[src/rtl/add_sub.sv]
// add_sub: two's-complement adder/subtractor with carry-in chaining and a
// one-cycle registered result stage. Chaining a low word's cout into the next
// word's cin (with carry=1) builds wider add/subtract operations.
// Optional feature: define ADDSUB_FLAGS_EN to add the registered ovf/zero flags.
module add_sub #(
  parameter int unsigned WORD_SIZE = 8
) (
  input  logic                 clk,
  input  logic                 rst,
  input  logic [WORD_SIZE-1:0] x,
  input  logic [WORD_SIZE-1:0] y,
  input  logic                 sub,
  input  logic                 cin,
  input  logic                 carry,
  output logic [WORD_SIZE-1:0] sum,
  output logic                 cout
`ifdef ADDSUB_FLAGS_EN
  ,
  output logic                 ovf,
  output logic                 zero
`endif
);

  localparam int unsigned Msb = WORD_SIZE - 1;

  logic [WORD_SIZE-1:0] yb;
  logic                 c0;
  logic [WORD_SIZE:0]   full;

  logic [WORD_SIZE-1:0] sum_d, sum_q;
  logic                 cout_d, cout_q;

  // Combinational add: subtract is x + ~y + 1 unless an external carry is chained.
  always_comb begin
    yb     = sub ? ~y : y;
    c0     = carry ? cin : sub;
    full   = {1'b0, x} + {1'b0, yb} + {{WORD_SIZE{1'b0}}, c0};
    sum_d  = full[WORD_SIZE-1:0];
    cout_d = full[WORD_SIZE];
  end

  // Result register; reset clears the outputs and discards that edge's inputs.
  always_ff @(posedge clk) begin
    if (rst) begin
      sum_q  <= '0;
      cout_q <= 1'b0;
    end else begin
      sum_q  <= sum_d;
      cout_q <= cout_d;
    end
  end

  assign sum  = sum_q;
  assign cout = cout_q;

`ifdef ADDSUB_FLAGS_EN
  logic ovf_d, ovf_q;
  logic zero_d, zero_q;

  // Signed overflow: operands agree in sign but the result sign differs.
  always_comb begin
    ovf_d  = (x[Msb] == yb[Msb]) && (sum_d[Msb] != x[Msb]);
    zero_d = (sum_d == '0);
  end

  // Flag register; zero reads 0 during reset even though sum is 0.
  always_ff @(posedge clk) begin
    if (rst) begin
      ovf_q  <= 1'b0;
      zero_q <= 1'b0;
    end else begin
      ovf_q  <= ovf_d;
      zero_q <= zero_d;
    end
  end

  assign ovf  = ovf_q;
  assign zero = zero_q;
`endif

endmodule

[config.mk]
export PLATFORM = sky130hd
export DESIGN_NAME = add_sub
export DESIGN_NICKNAME = d
export VERILOG_FILES = /design/src/rtl/add_sub.sv
export SDC_FILE = /design/constraint.sdc
export NUM_CORES = 1
export LEC_CHECK = 0
export ABC_CLOCK_PERIOD_IN_PS = 2690
export BUFFER_PORTS_ARGS = -buffer_cell sky130_fd_sc_hd__buf_2
export CORE_MARGIN = 2
export CORE_UTILIZATION = 45
export CTS_CLUSTER_SIZE = 12
export DETAILED_ROUTE_END_ITERATION = 7
export MAX_ROUTING_LAYER = met4
export PLACE_DENSITY = 0.77
export SLEW_MARGIN = 20
export SYNTH_ARGS = -nofsm -noshare
export SYNTH_HDL_FRONTEND = slang
export SYNTH_SLANG_ARGS = --single-unit
[constraint.sdc]
create_clock -name clk -period 2.69 [get_ports clk]
set_input_delay 0.538 -clock clk [delete_from_list [all_inputs] [get_ports clk]]
set_output_delay 0.538 -clock clk [all_outputs]
set_load 0.02 [all_outputs]
==> summary.md, run 1 <==
| Metric | Value |
|---|---|
| Post-Syn Nets | between 100 and 150 |
| Drt via density | about 5.2 |
| Clk buf depth | 2 |
| Count of state elements after synthesis | 9 |
| Critical path buffer and inverter count | 2 |
| Core area | 1350 um^2 |
| Compound-Gate Fraction of Synth Area | 0.187 |
| LEAKAGE | roughly 0.43 nW |
| Period Utilization, post-route | 0.860 |
| Slew Limit Headroom | 0.827 |
| Nets | approximately 140 |
| Clock root cell | sky130_fd_sc_hd__clkbuf_4 |
| Initial core utilization | 0.495 |
| Longest individual stage delay on the worst path | around 0.42 ns |
| Die Y | approximately 43 um |
| Initial antenna violation count | 0 |
| Average cell area after synthesis | ~9 um^2 |
| Least-Margin Pin Slew | around 0.26 ns |
| Setup repair after global routing missed its margin | false |
| Layout fillers | around 120 |
| Crit. End Element | flop |
| Post-synthesis xor/xnor area fraction | 0.105 |
| Number of input and output port buffers inserted | 29 |
| Peak VDD IR | 0.200 mV |
| Number of buffers created by CTS | 3 |
| Area growth from synthesis to layout | 27.2% |
| Biggest area contributors in the synthesized netlist | sky130_fd_sc_hd__dfxtp_1, sky130_fd_sc_hd__ha_1, sky130_fd_sc_hd__xor2_1, sky130_fd_sc_hd__nor3_1, sky130_fd_sc_hd__fa_1 |
| Largest family of logic cells by synthesized area | simple AND/OR/NAND/NOR gates |
| Area share of and/or/nand/nor cells after synthesis | 0.200 |
| Number of failing hold endpoints at the final stage | 0 |
| Post-Syn Area | between 600 and 700 um^2 |
| Synth warn | 0 |
| Multi-input combinational cell area | about 470 um^2 |
| Category of the worst setup path launch point | primary input |
| TritonCTS clock tree | done |
| Max Slew Vio Count | 0 |
| Post-route DRC violation count | 0 |
| Setup fix buffers added after clock tree synthesis | 0 |
| Global-route wire length before repair | 2260 um |
| Maximum Capacitance Violations | 0 |
| Total Routed Length | roughly 1300 um |
| Adder-cell area share of the yosys netlist | 0.191 |
| Total via count in the routed design | between 600 and 700 |
| Worst Hold Path EP | sum[1] |
| Crit path max fanout | 9 |
| Ratio of cells with drive above 1 in the final layout | 0.346 |
| Site row count | 13 |
| Clock transition at the register clock pins on the worst setup and hold paths after CTS | around 0.060 ns |
| Crit path cell chain | buf_2 > mux2_2 > fa_1 > inv_1 > fa_1 > nor2b_1 > o31a_1 > o21a_1 > o31a_1 |
| Critical setup path kind | in2reg |
| First-pass DRT Iterations | 4 |
| Multiplexer fraction of the synthesized cell area | 0.0169 |
| Min cycle time layout | between 2 and 2.5 ns |
| Combined flip-flop and latch cell area | 180 um^2 |
| Die X-Extent | about 43 um |
| Setup tns final | 0 ns |
| Count of cell types in the netlist | 27 |
| End-of-flow core utilization | 0.629 |
| Number of antenna-violating nets in the routed design | 0 |
| GR Util All Layers | 0.168 |
| Number of cells produced by synthesis | 73 |
| Library cell with the largest summed area after synthesis | sky130_fd_sc_hd__dfxtp_1 |
| Async set-reset flop share out of synthesis | 0 |
| Largest delay contributor family on the critical path | compound AO/OA/AOI/OAI gates |
| Worst Setup Slack post-DPL | approximately 0.11 ns |
| Hold/Removal Path Class | in2reg |
| Highest clock rate | ~430 MHz |
| Count of endpoints failing setup in the final report | 0 |
| Number of sinks on the clock net | 9 |
| Required time of the critical path | 2.83 ns |
| Remaining Overflow, GRT | 0 |
| Area of the die | around 1800 um^2 |
| Most used DFF post-synth | sky130_fd_sc_hd__dfxtp_1 |
| Top-area cell type share of the netlist area | 0.270 |
| # resized after CTS | 0 |
| Routability Congestion | around 0.88 |
| First-iteration detailed-routing DRC count | 14 |
| Avg WL per Cell | between 10 and 15 um |
| Via count of the first global-routing pass | around 550 |
| Number of buffers inserted by hold repair at cts | 0 |
| Most instantiated cells after synthesis | sky130_fd_sc_hd__dfxtp_1, sky130_fd_sc_hd__nor3_1, sky130_fd_sc_hd__xor2_1 |
| Critical Path AT | between 2 and 2.5 ns |
| HPWL after detailed placement | about 1100 um |
| Startpoint of the most critical hold path | rst |
| Number of I/O pins | 30 |
| Outcome | completed |
| Max stage delay cell, worst path | sky130_fd_sc_hd__fa_1 |
| Post-synthesis sequential area ratio | 0.270 |
| Inserted Diodes | 0 |
| Min setup slack post-route | roughly 0.38 ns |
| Post-synth EDFFs | 0 |
| Maximum number of pins on one net before global-route repair | 13 |
| H-tree Lvls | 1 |
| Power density over the cells | approximately 540 nW/um^2 |
| Number of instances on the worst hold path | 2 |
[cells by family (layout without fill, tap and decap cells)]
logic type / count (synthesis) / count (layout)
xor+xnor: 8 / 8
fa+ha+maj: 9 / 9
flops: 9 / 9
mux: 1 / 1
compound gates: 16 / 16
buf+inv: 5 / 36
simple gates: 25 / 25
[final cells by class]
cell class,instances,area share
Sequential cell,9,0.212
Tap cell,15,0.0221
Clock buffer,4,0.0309
Inverter,3,0.0133
Multi-Input combinational cell,59,0.551
Timing Repair Buffer,29,0.171
[sequential cells by signal, indices dropped and copies added (netlist names)]
| name | flops |
|---|---|
| sum | 8 |
| cout | 1 |
[report_power, final]
group | internal [mW] | leakage, nW | switching (mW)
clock | 0.0569 | 0.0150 | 0.0425
combinational | 0.0871 | 0.339 | 0.113
sequential | 0.155 | 0.0751 | 0.00342
[placed cells by master (no fill, tap or decap)]
master                      n
sky130_fd_sc_hd__a211oi_1   1
sky130_fd_sc_hd__a211oi_2   1
sky130_fd_sc_hd__a21o_1     2
sky130_fd_sc_hd__a21oi_1    2
sky130_fd_sc_hd__buf_2     29
sky130_fd_sc_hd__clkbuf_1   1
sky130_fd_sc_hd__clkbuf_4   3
sky130_fd_sc_hd__dfxtp_1    9
sky130_fd_sc_hd__fa_1       2
sky130_fd_sc_hd__ha_1       7
sky130_fd_sc_hd__inv_1      3
sky130_fd_sc_hd__mux2_2     1
sky130_fd_sc_hd__nand2_1    1
sky130_fd_sc_hd__nand2b_1   1
sky130_fd_sc_hd__nand3_1    1
sky130_fd_sc_hd__nor2_1     6
sky130_fd_sc_hd__nor2b_1    3
sky130_fd_sc_hd__nor3_1     9
sky130_fd_sc_hd__nor3b_1    1
sky130_fd_sc_hd__nor4b_1    1
sky130_fd_sc_hd__o211a_1    1
sky130_fd_sc_hd__o211ai_2   1
sky130_fd_sc_hd__o21a_1     4
sky130_fd_sc_hd__o21ai_1    2
sky130_fd_sc_hd__o31a_1     2
sky130_fd_sc_hd__or3b_2     1
sky130_fd_sc_hd__or4_1      1
sky130_fd_sc_hd__xor2_1     8
[per-layer routing]
| metal | GRT usage | part of all wire | up-vias |
|---|---|---|---|
| met1 | 0.214 | 0.44 | 268 |
| met5 | - | 0 | - |
| met4 | 0.0750 | 0.016 | 0 |
| li1 | - | - | 323 |
| met2 | 0.249 | 0.47 | 24 |
| met3 | 0.0431 | 0.076 | 4 |
[stage by stage]
stage / power (mW) / hold WS, ns / cell area [um^2] / cells
2_1_floorplan: 0.306 / 0.748 / 668 / 73
3_3_place_gp: 0.356 / 0.840 / 823 / 115
3_5_place_dp: 0.361 / 0.841 / 823 / 115
4_1_cts: 0.461 / 0.577 / 850 / 119
5_1_grt: 0.496 / 0.599 / 850 / 119
6_report: 0.457 / 0.577 / 850 / 119
[how the worst max path moves through the flow]
| stage | startpoint | end | slack [ns] | cells past startpoint |
|---|---|---|---|---|
| after floorplan | sub | cout | 0.22 | 9 |
| after global placement | sub | cout | 0.16 | 9 |
| after detailed placement | sub | cout | 0.11 | 9 |
| final | sub | cout | 0.38 | 9 |
| after global routing | sub | cout | 0.27 | 9 |
| after CTS | sub | cout | 0.38 | 9 |
Note: power is estimated with default switching activity, not from simulation.
==> run 2, diff against run 1 <==
==> constraint.sdc (replaced) <==
create_clock -name clk -period 2.69 [get_ports clk]
set_input_delay 0.1345 -clock clk [delete_from_list [all_inputs] [get_ports clk]]
set_output_delay 0.1345 -clock clk [all_outputs]
set_load 0.02 [all_outputs]
==> run 2 against run 1 <==
  * First-iteration DRC count is the same
  * Design area is the same
  * Worst hold slack lost 0.40 ns
  * Via count shrank 1.9%
  * Combinational power is essentially flat
  * Critical path depth is the same
  * Clock power is essentially flat
  * Global-route usage shrank 0.53 points
  * Sequential share of layout area is the same
  * Largest power group unchanged
==> summary.md, run 2 (synthesis results as in run 1) <==
| Metric | Value |
|---|---|
| Max Slew Vio Count | 0 (unchanged) |
| Core area | 1350 um^2 (unchanged) |
| Drt via density | 5.10 (-1.9%) |
| Critical path buffer and inverter count | 2 (unchanged) |
| Clock transition at the register clock pins on the worst setup and hold paths after CTS | 0.06 ns (about the same) |
| Clock root cell | sky130_fd_sc_hd__clkbuf_4 |
| Global-route wire length before repair | 2130 um (-5.8%) |
| Hold/Removal Path Class | in2reg |
| Total Routed Length | 1250 um (-0.64%) |
| GR Util met3 | 0.0431 (unchanged) |
| Top Usage Layer GRT | met2 |
| First-iteration detailed-routing DRC count | 14 (unchanged) |
| Number of buffers inserted by hold repair at cts | 0 (unchanged) |
| Nets | 135 (unchanged) |
| Category of the worst setup path launch point | primary input |
| Commonest cells after routing, fill and taps aside | sky130_fd_sc_hd__buf_2, sky130_fd_sc_hd__nor3_1, sky130_fd_sc_hd__dfxtp_1, sky130_fd_sc_hd__xor2_1, sky130_fd_sc_hd__ha_1 |
| HPWL after detailed placement | 1060 um (-0.79%) |
| Maximum Capacitance Violations | 0 (unchanged) |
| H-tree Lvls | 1 (unchanged) |
| Critical setup path kind | in2reg |
| Number of input and output port buffers inserted | 29 (unchanged) |
| Number of antenna-violating nets in the routed design | 0 (unchanged) |
| Number of failing hold endpoints at the final stage | 0 (unchanged) |
| Peak VDD IR | 0.245 mV (+22%) |
| Least-Margin Pin Slew | 0.274 ns (+0.0179 ns) |
| GR Util All Layers | 0.163 (-0.00530) |
| Period Utilization, post-route | 0.718 (-0.142) |
| Crit path cell chain | buf_2 > mux2_2 > fa_1 > inv_1 > fa_1 > nor2b_1 > o31a_1 > o21a_1 > o31a_1 |
| Crit path max fanout | 9 (unchanged) |
| Met1 Use GR | 0.185 (-0.0282) |
| Inserted Diodes | 0 (unchanged) |
| Number of sinks on the clock net | 9 (unchanged) |
| Required time of the critical path | 2.83 ns (about the same) |
| Power density over the cells | 539 nW/um^2 (+0.12%) |
| Max reg flops | 8 (unchanged) |
| Area of the die | 1810 um^2 (unchanged) |
| Setup tns final | 0 ns (unchanged) |
| Initial antenna violation count | 0 (unchanged) |
| Initial core utilization | 0.495 (unchanged) |
| Remaining Overflow, GRT | 0 (unchanged) |
| Most common cell after layout, fill and taps aside | sky130_fd_sc_hd__buf_2 |
| Die X-Extent | 42.5 um (unchanged) |
| TritonCTS clock tree | done |
| Slew Limit Headroom | 0.815 (-0.0121) |
| Count of endpoints failing setup in the final report | 0 (unchanged) |
| Count of placed standard cells including taps | 115 (unchanged) |
| Largest delay contributor family on the critical path | compound AO/OA/AOI/OAI gates |
| Min cycle time layout | 1.93 ns (-0.381 ns) |
| Ratio of cells with drive above 1 in the final layout | 0.346 (unchanged) |
| Crit. End Element | flop |
| GRT met2 Usage | 0.246 (-0.00308) |
| Outcome | completed |
| Total via count in the routed design | 607 (-1.9%) |
| Highest clock rate | 518 MHz (+20%) |
| Clk buf depth | 2 (unchanged) |
| Maximum number of pins on one net before global-route repair | 13 (unchanged) |
| Setup repair after global routing missed its margin | false |
| Number of I/O pins | 30 (unchanged) |
| Post-route DRC violation count | 0 (unchanged) |
| Via count of the first global-routing pass | 536 (-2.0%) |
| # resized after CTS | 0 (unchanged) |
| Setup fix buffers added after clock tree synthesis | 0 (unchanged) |
| Routability Congestion | 0.885 (+0.59%) |
| Non-Filler Instances | 119 (unchanged) |
| First-pass DRT Iterations | 4 (unchanged) |
| Die Y | 42.5 um (unchanged) |
| Number of buffers created by CTS | 3 (unchanged) |
| Max stage delay cell, worst path | sky130_fd_sc_hd__fa_1 |
| Avg WL per Cell | 10.5 um (-0.64%) |
| Area growth from synthesis to layout | 27.2% (unchanged) |
| Longest individual stage delay on the worst path | 0.42 ns (about the same) |
| Site row count | 13 (unchanged) |
| LEAKAGE | 0.429 nW (unchanged) |
| Critical Path AT | 2.08 ns (-0.38 ns) |
-- run 2: cell counts in the layout (fill, tap and decap cells not counted) --
No cell type changed its count.
-- run 2: routing by layer --
layer,wire [um],vias to the layer above
met5,0,-
met4,36,0
met3,70,4
met2,544,18
met1,600,258
li1,-,327
-- run 2: final cells by class --
type / instances / area [um^2]
Sequential cell: 9 / 180
Inverter: 3 / 11.3
Multi-Input combinational cell: 59 / 468
Fill cell: 123 / 500
Clock buffer: 4 / 26.3
Tap cell: 15 / 18.8
Timing Repair Buffer: 29 / 145
-- run 2: power breakdown --
group	leakage [nW]	switching, mW	internal (mW)
logic	0.339	0.113	0.0874
registers	0.0751	0.00348	0.155
clock network	0.0150	0.0426	0.0569
-- run 2: path summary, 6_finish.rpt --
| kind | from | to | slack [ns] | cells after the start |
|---|---|---|---|---|
| max | sub | cout | 0.76 | 9 |
| min | rst | sum[1] | 0.18 | 2 |
-- run 2: through the flow --
step	setup WS [ns]	hold slack (ns)	power [mW]	util	area (um^2)
floorplan	0.624	0.345	0.306	-	668
global placement	0.560	0.435	0.356	0.610	823
detailed placement	0.507	0.442	0.361	0.610	823
CTS	0.760	0.179	0.459	0.629	850
global route	0.658	0.198	0.493	0.629	850
finish	0.759	0.176	0.458	0.629	850
==> run 3, diff against run 2 <==
--- a/config.mk
+++ b/config.mk
@@ -5,7 +5,7 @@
 export SDC_FILE = /design/constraint.sdc
 export NUM_CORES = 1
 export LEC_CHECK = 0
-export ABC_CLOCK_PERIOD_IN_PS = 2690
+export ABC_CLOCK_PERIOD_IN_PS = 1900
 export BUFFER_PORTS_ARGS = -buffer_cell sky130_fd_sc_hd__buf_2
 export CORE_MARGIN = 2
 export CORE_UTILIZATION = 45
==> constraint.sdc (replaced) <==
create_clock -name clk -period 1.9 [get_ports clk]
set_input_delay 0.095 -clock clk [delete_from_list [all_inputs] [get_ports clk]]
set_output_delay 0.095 -clock clk [all_outputs]
set_load 0.02 [all_outputs]
==> run 3 against run 2 <==
  * Clock power grew 45%
  * Sequential share of layout area shrank 1.1 points
  * Combinational power grew 56%
  * Sequential cell count is the same
  * Critical path type unchanged
  * Die area is the same
  * Worst setup slack lost 0.60 ns
  * Largest power group unchanged
  * Critical endpoint unchanged
  * Highest routed layer unchanged
==> summary.md, run 3 (synthesis results as in run 1) <==
| Metric | Value |
|---|---|
| Setup tns final | 0 ns (unchanged) |
| Most common cell after layout, fill and taps aside | sky130_fd_sc_hd__buf_2 |
| Initial core utilization | 0.495 (unchanged) |
| LEAKAGE | 0.458 nW (+6.7%) |
| Crit. End Element | flop |
| Power density over the cells | 758 nW/um^2 (+41%) |
| Crit path cell chain | buf_2 > mux2_2 > fa_2 > inv_1 > fa_1 > nor2b_1 > o31a_1 > o21a_1 > o31a_1 |
| Required time of the critical path | 2.05 ns (-0.78 ns) |
| Number of sinks on the clock net | 9 (unchanged) |
| Via count of the first global-routing pass | 619 (+15%) |
| Period Utilization, post-route | 0.918 |
| Critical Path AT | 1.90 ns (-0.18 ns) |
| Library cell appearing most often on the critical path | sky130_fd_sc_hd__o31a_1 |
| Number of buffers created by CTS | 3 (unchanged) |
| Non-Filler Instances | 125 (+5.0%) |
| Clk buf depth | 2 (unchanged) |
| End-of-flow core utilization | 0.665 (+0.0352) |
| Longest individual stage delay on the worst path | 0.35 ns (-0.07 ns) |
| Least-Margin Pin Slew | 0.248 ns (-0.0255 ns) |
| Critical setup path kind | in2reg |
| Remaining Overflow, GRT | 0 (unchanged) |
| Setup repair after global routing missed its margin | false |
| Number of antenna-violating nets in the routed design | 0 (unchanged) |
| First-pass DRT Iterations | 4 (unchanged) |
| Min cycle time layout | about 1.7 ns |
| Highest clock rate | about 570 MHz |
| Ratio of cells with drive above 1 in the final layout | 0.391 (+0.0448) |
| Number of failing hold endpoints at the final stage | 0 (unchanged) |
| Max Slew Vio Count | 0 (unchanged) |
| Clock root cell | sky130_fd_sc_hd__clkbuf_4 |
| Crit path max fanout | 2 (-7) |
| GR Util All Layers | 0.193 (+0.0300) |
| First-iteration detailed-routing DRC count | 14 (unchanged) |
| Number of I/O pins | 30 (unchanged) |
| Nets | 141 (+4.4%) |
| Maximum number of pins on one net before global-route repair | 13 (unchanged) |
| Global-route wire length before repair | 2550 um (+20%) |
| Maximum Capacitance Violations | 0 (unchanged) |
| Combined flip-flop and latch cell area | 180 um^2 (unchanged) |
| Max stage delay cell, worst path | sky130_fd_sc_hd__fa_2 |
| Number of buffers inserted by hold repair at cts | 0 (unchanged) |
| HPWL after detailed placement | 1270 um (+20%) |
| Hold/Removal Path Class | in2reg |
| Origin of the worst setup path | carry |
| H-tree Lvls | 1 (unchanged) |
| Inserted Diodes | 0 (unchanged) |
| Post-route DRC violation count | 0 (unchanged) |
| Slew Limit Headroom | 0.832 (+0.0173) |
| Routability Congestion | 0.825 (-6.8%) |
| Number of input and output port buffers inserted | 29 (unchanged) |
| Total via count in the routed design | 666 (+9.7%) |
| Total Routed Length | 1480 um (+19%) |
| Initial antenna violation count | 0 (unchanged) |
| Count of placed standard cells including taps | 121 (+5.2%) |
| Total design power | 680 uW (+48%) |
| Layout fillers | 116 (-5.7%) |
| Max reg flops | 8 (unchanged) |
| Setup fix buffers added after clock tree synthesis | 0 (unchanged) |
| Clock transition at the register clock pins on the worst setup and hold paths after CTS | 0.06 ns (about the same) |
| Area of the die | 1810 um^2 (unchanged) |
| Site row count | 13 (unchanged) |
| Avg WL per Cell | 11.9 um (+13%) |
| Category of the worst setup path launch point | primary input |
| Die Y | 42.5 um (unchanged) |
| Count of endpoints failing setup in the final report | 0 (unchanged) |
| TritonCTS clock tree | done |
| Endpoint of the worst setup timing path | cout |
| # resized after CTS | 0 (unchanged) |
| Peak VDD IR | 0.321 mV (+31%) |
| Die X-Extent | 42.5 um (unchanged) |
| Multi-input combinational cell area | 470 um^2 (+0.53%) |
| Area growth from synthesis to layout | 34.3% |
| Drt via density | 5.33 (+4.5%) |
| Core area | 1350 um^2 (unchanged) |
| Commonest cells after routing, fill and taps aside | sky130_fd_sc_hd__buf_2, sky130_fd_sc_hd__nor3_1, sky130_fd_sc_hd__dfxtp_1, sky130_fd_sc_hd__xor2_1, sky130_fd_sc_hd__ha_1 |
| Outcome | completed |
## run 3: where the power goes
group / leakage (nW) / internal, mW / switching [mW]
combinational: 0.368 / 0.142 / 0.169
sequential: 0.0751 / 0.219 / 0.00574
clock: 0.0150 / 0.0807 / 0.0632
## run 3: how the worst min path moves through the flow
stage | start | endpoint | slack, ns | cells after the start
4_1_cts | rst | sum[1] | 0.13 | 2
5_1_grt | rst | sum[1] | 0.14 | 2
6_report | rst | sum[1] | 0.14 | 2
2_1_floorplan | rst | sum[5] | 0.31 | 2
3_5_place_dp | rst | sum[1] | 0.40 | 2
3_3_place_gp | rst | sum[1] | 0.40 | 2
## run 3: critical path: cells and delay by family
family	cells	cell delay [ns]
AOI/OAI and AO/OA	3	0.71
adders and majority gates	2	0.53
buffers and inverters	2	0.16
muxes	1	0.34
and+or+nand+nor	1	0.07
## run 3: area by class of cell
class                           count  share of cell area
Sequential cell                     9               0.201
Timing Repair Buffer               35               0.212
Clock buffer                        4              0.0293
Tap cell                           15              0.0209
Multi-Input combinational cell     59               0.524
Inverter                            3              0.0126
## run 3: per-layer routing
layer,GRT usage,wire (um),vias up
li1,-,-,338
met5,-,0,-
met4,0.0938,39,0
met3,0.0388,84,5
met1,0.222,625,300
met2,0.317,735,23
## run 3: stage by stage
stage          setup slack [ns]  instance area [um^2]  hold WS (ns)
2_1_floorplan           -0.0409                   673         0.305
3_3_place_gp            -0.0307                   871         0.397
3_5_place_dp            -0.0824                   871         0.399
4_1_cts                   0.191                   897         0.132
5_1_grt                   0.114                   897         0.145
6_report                  0.156                   897         0.139
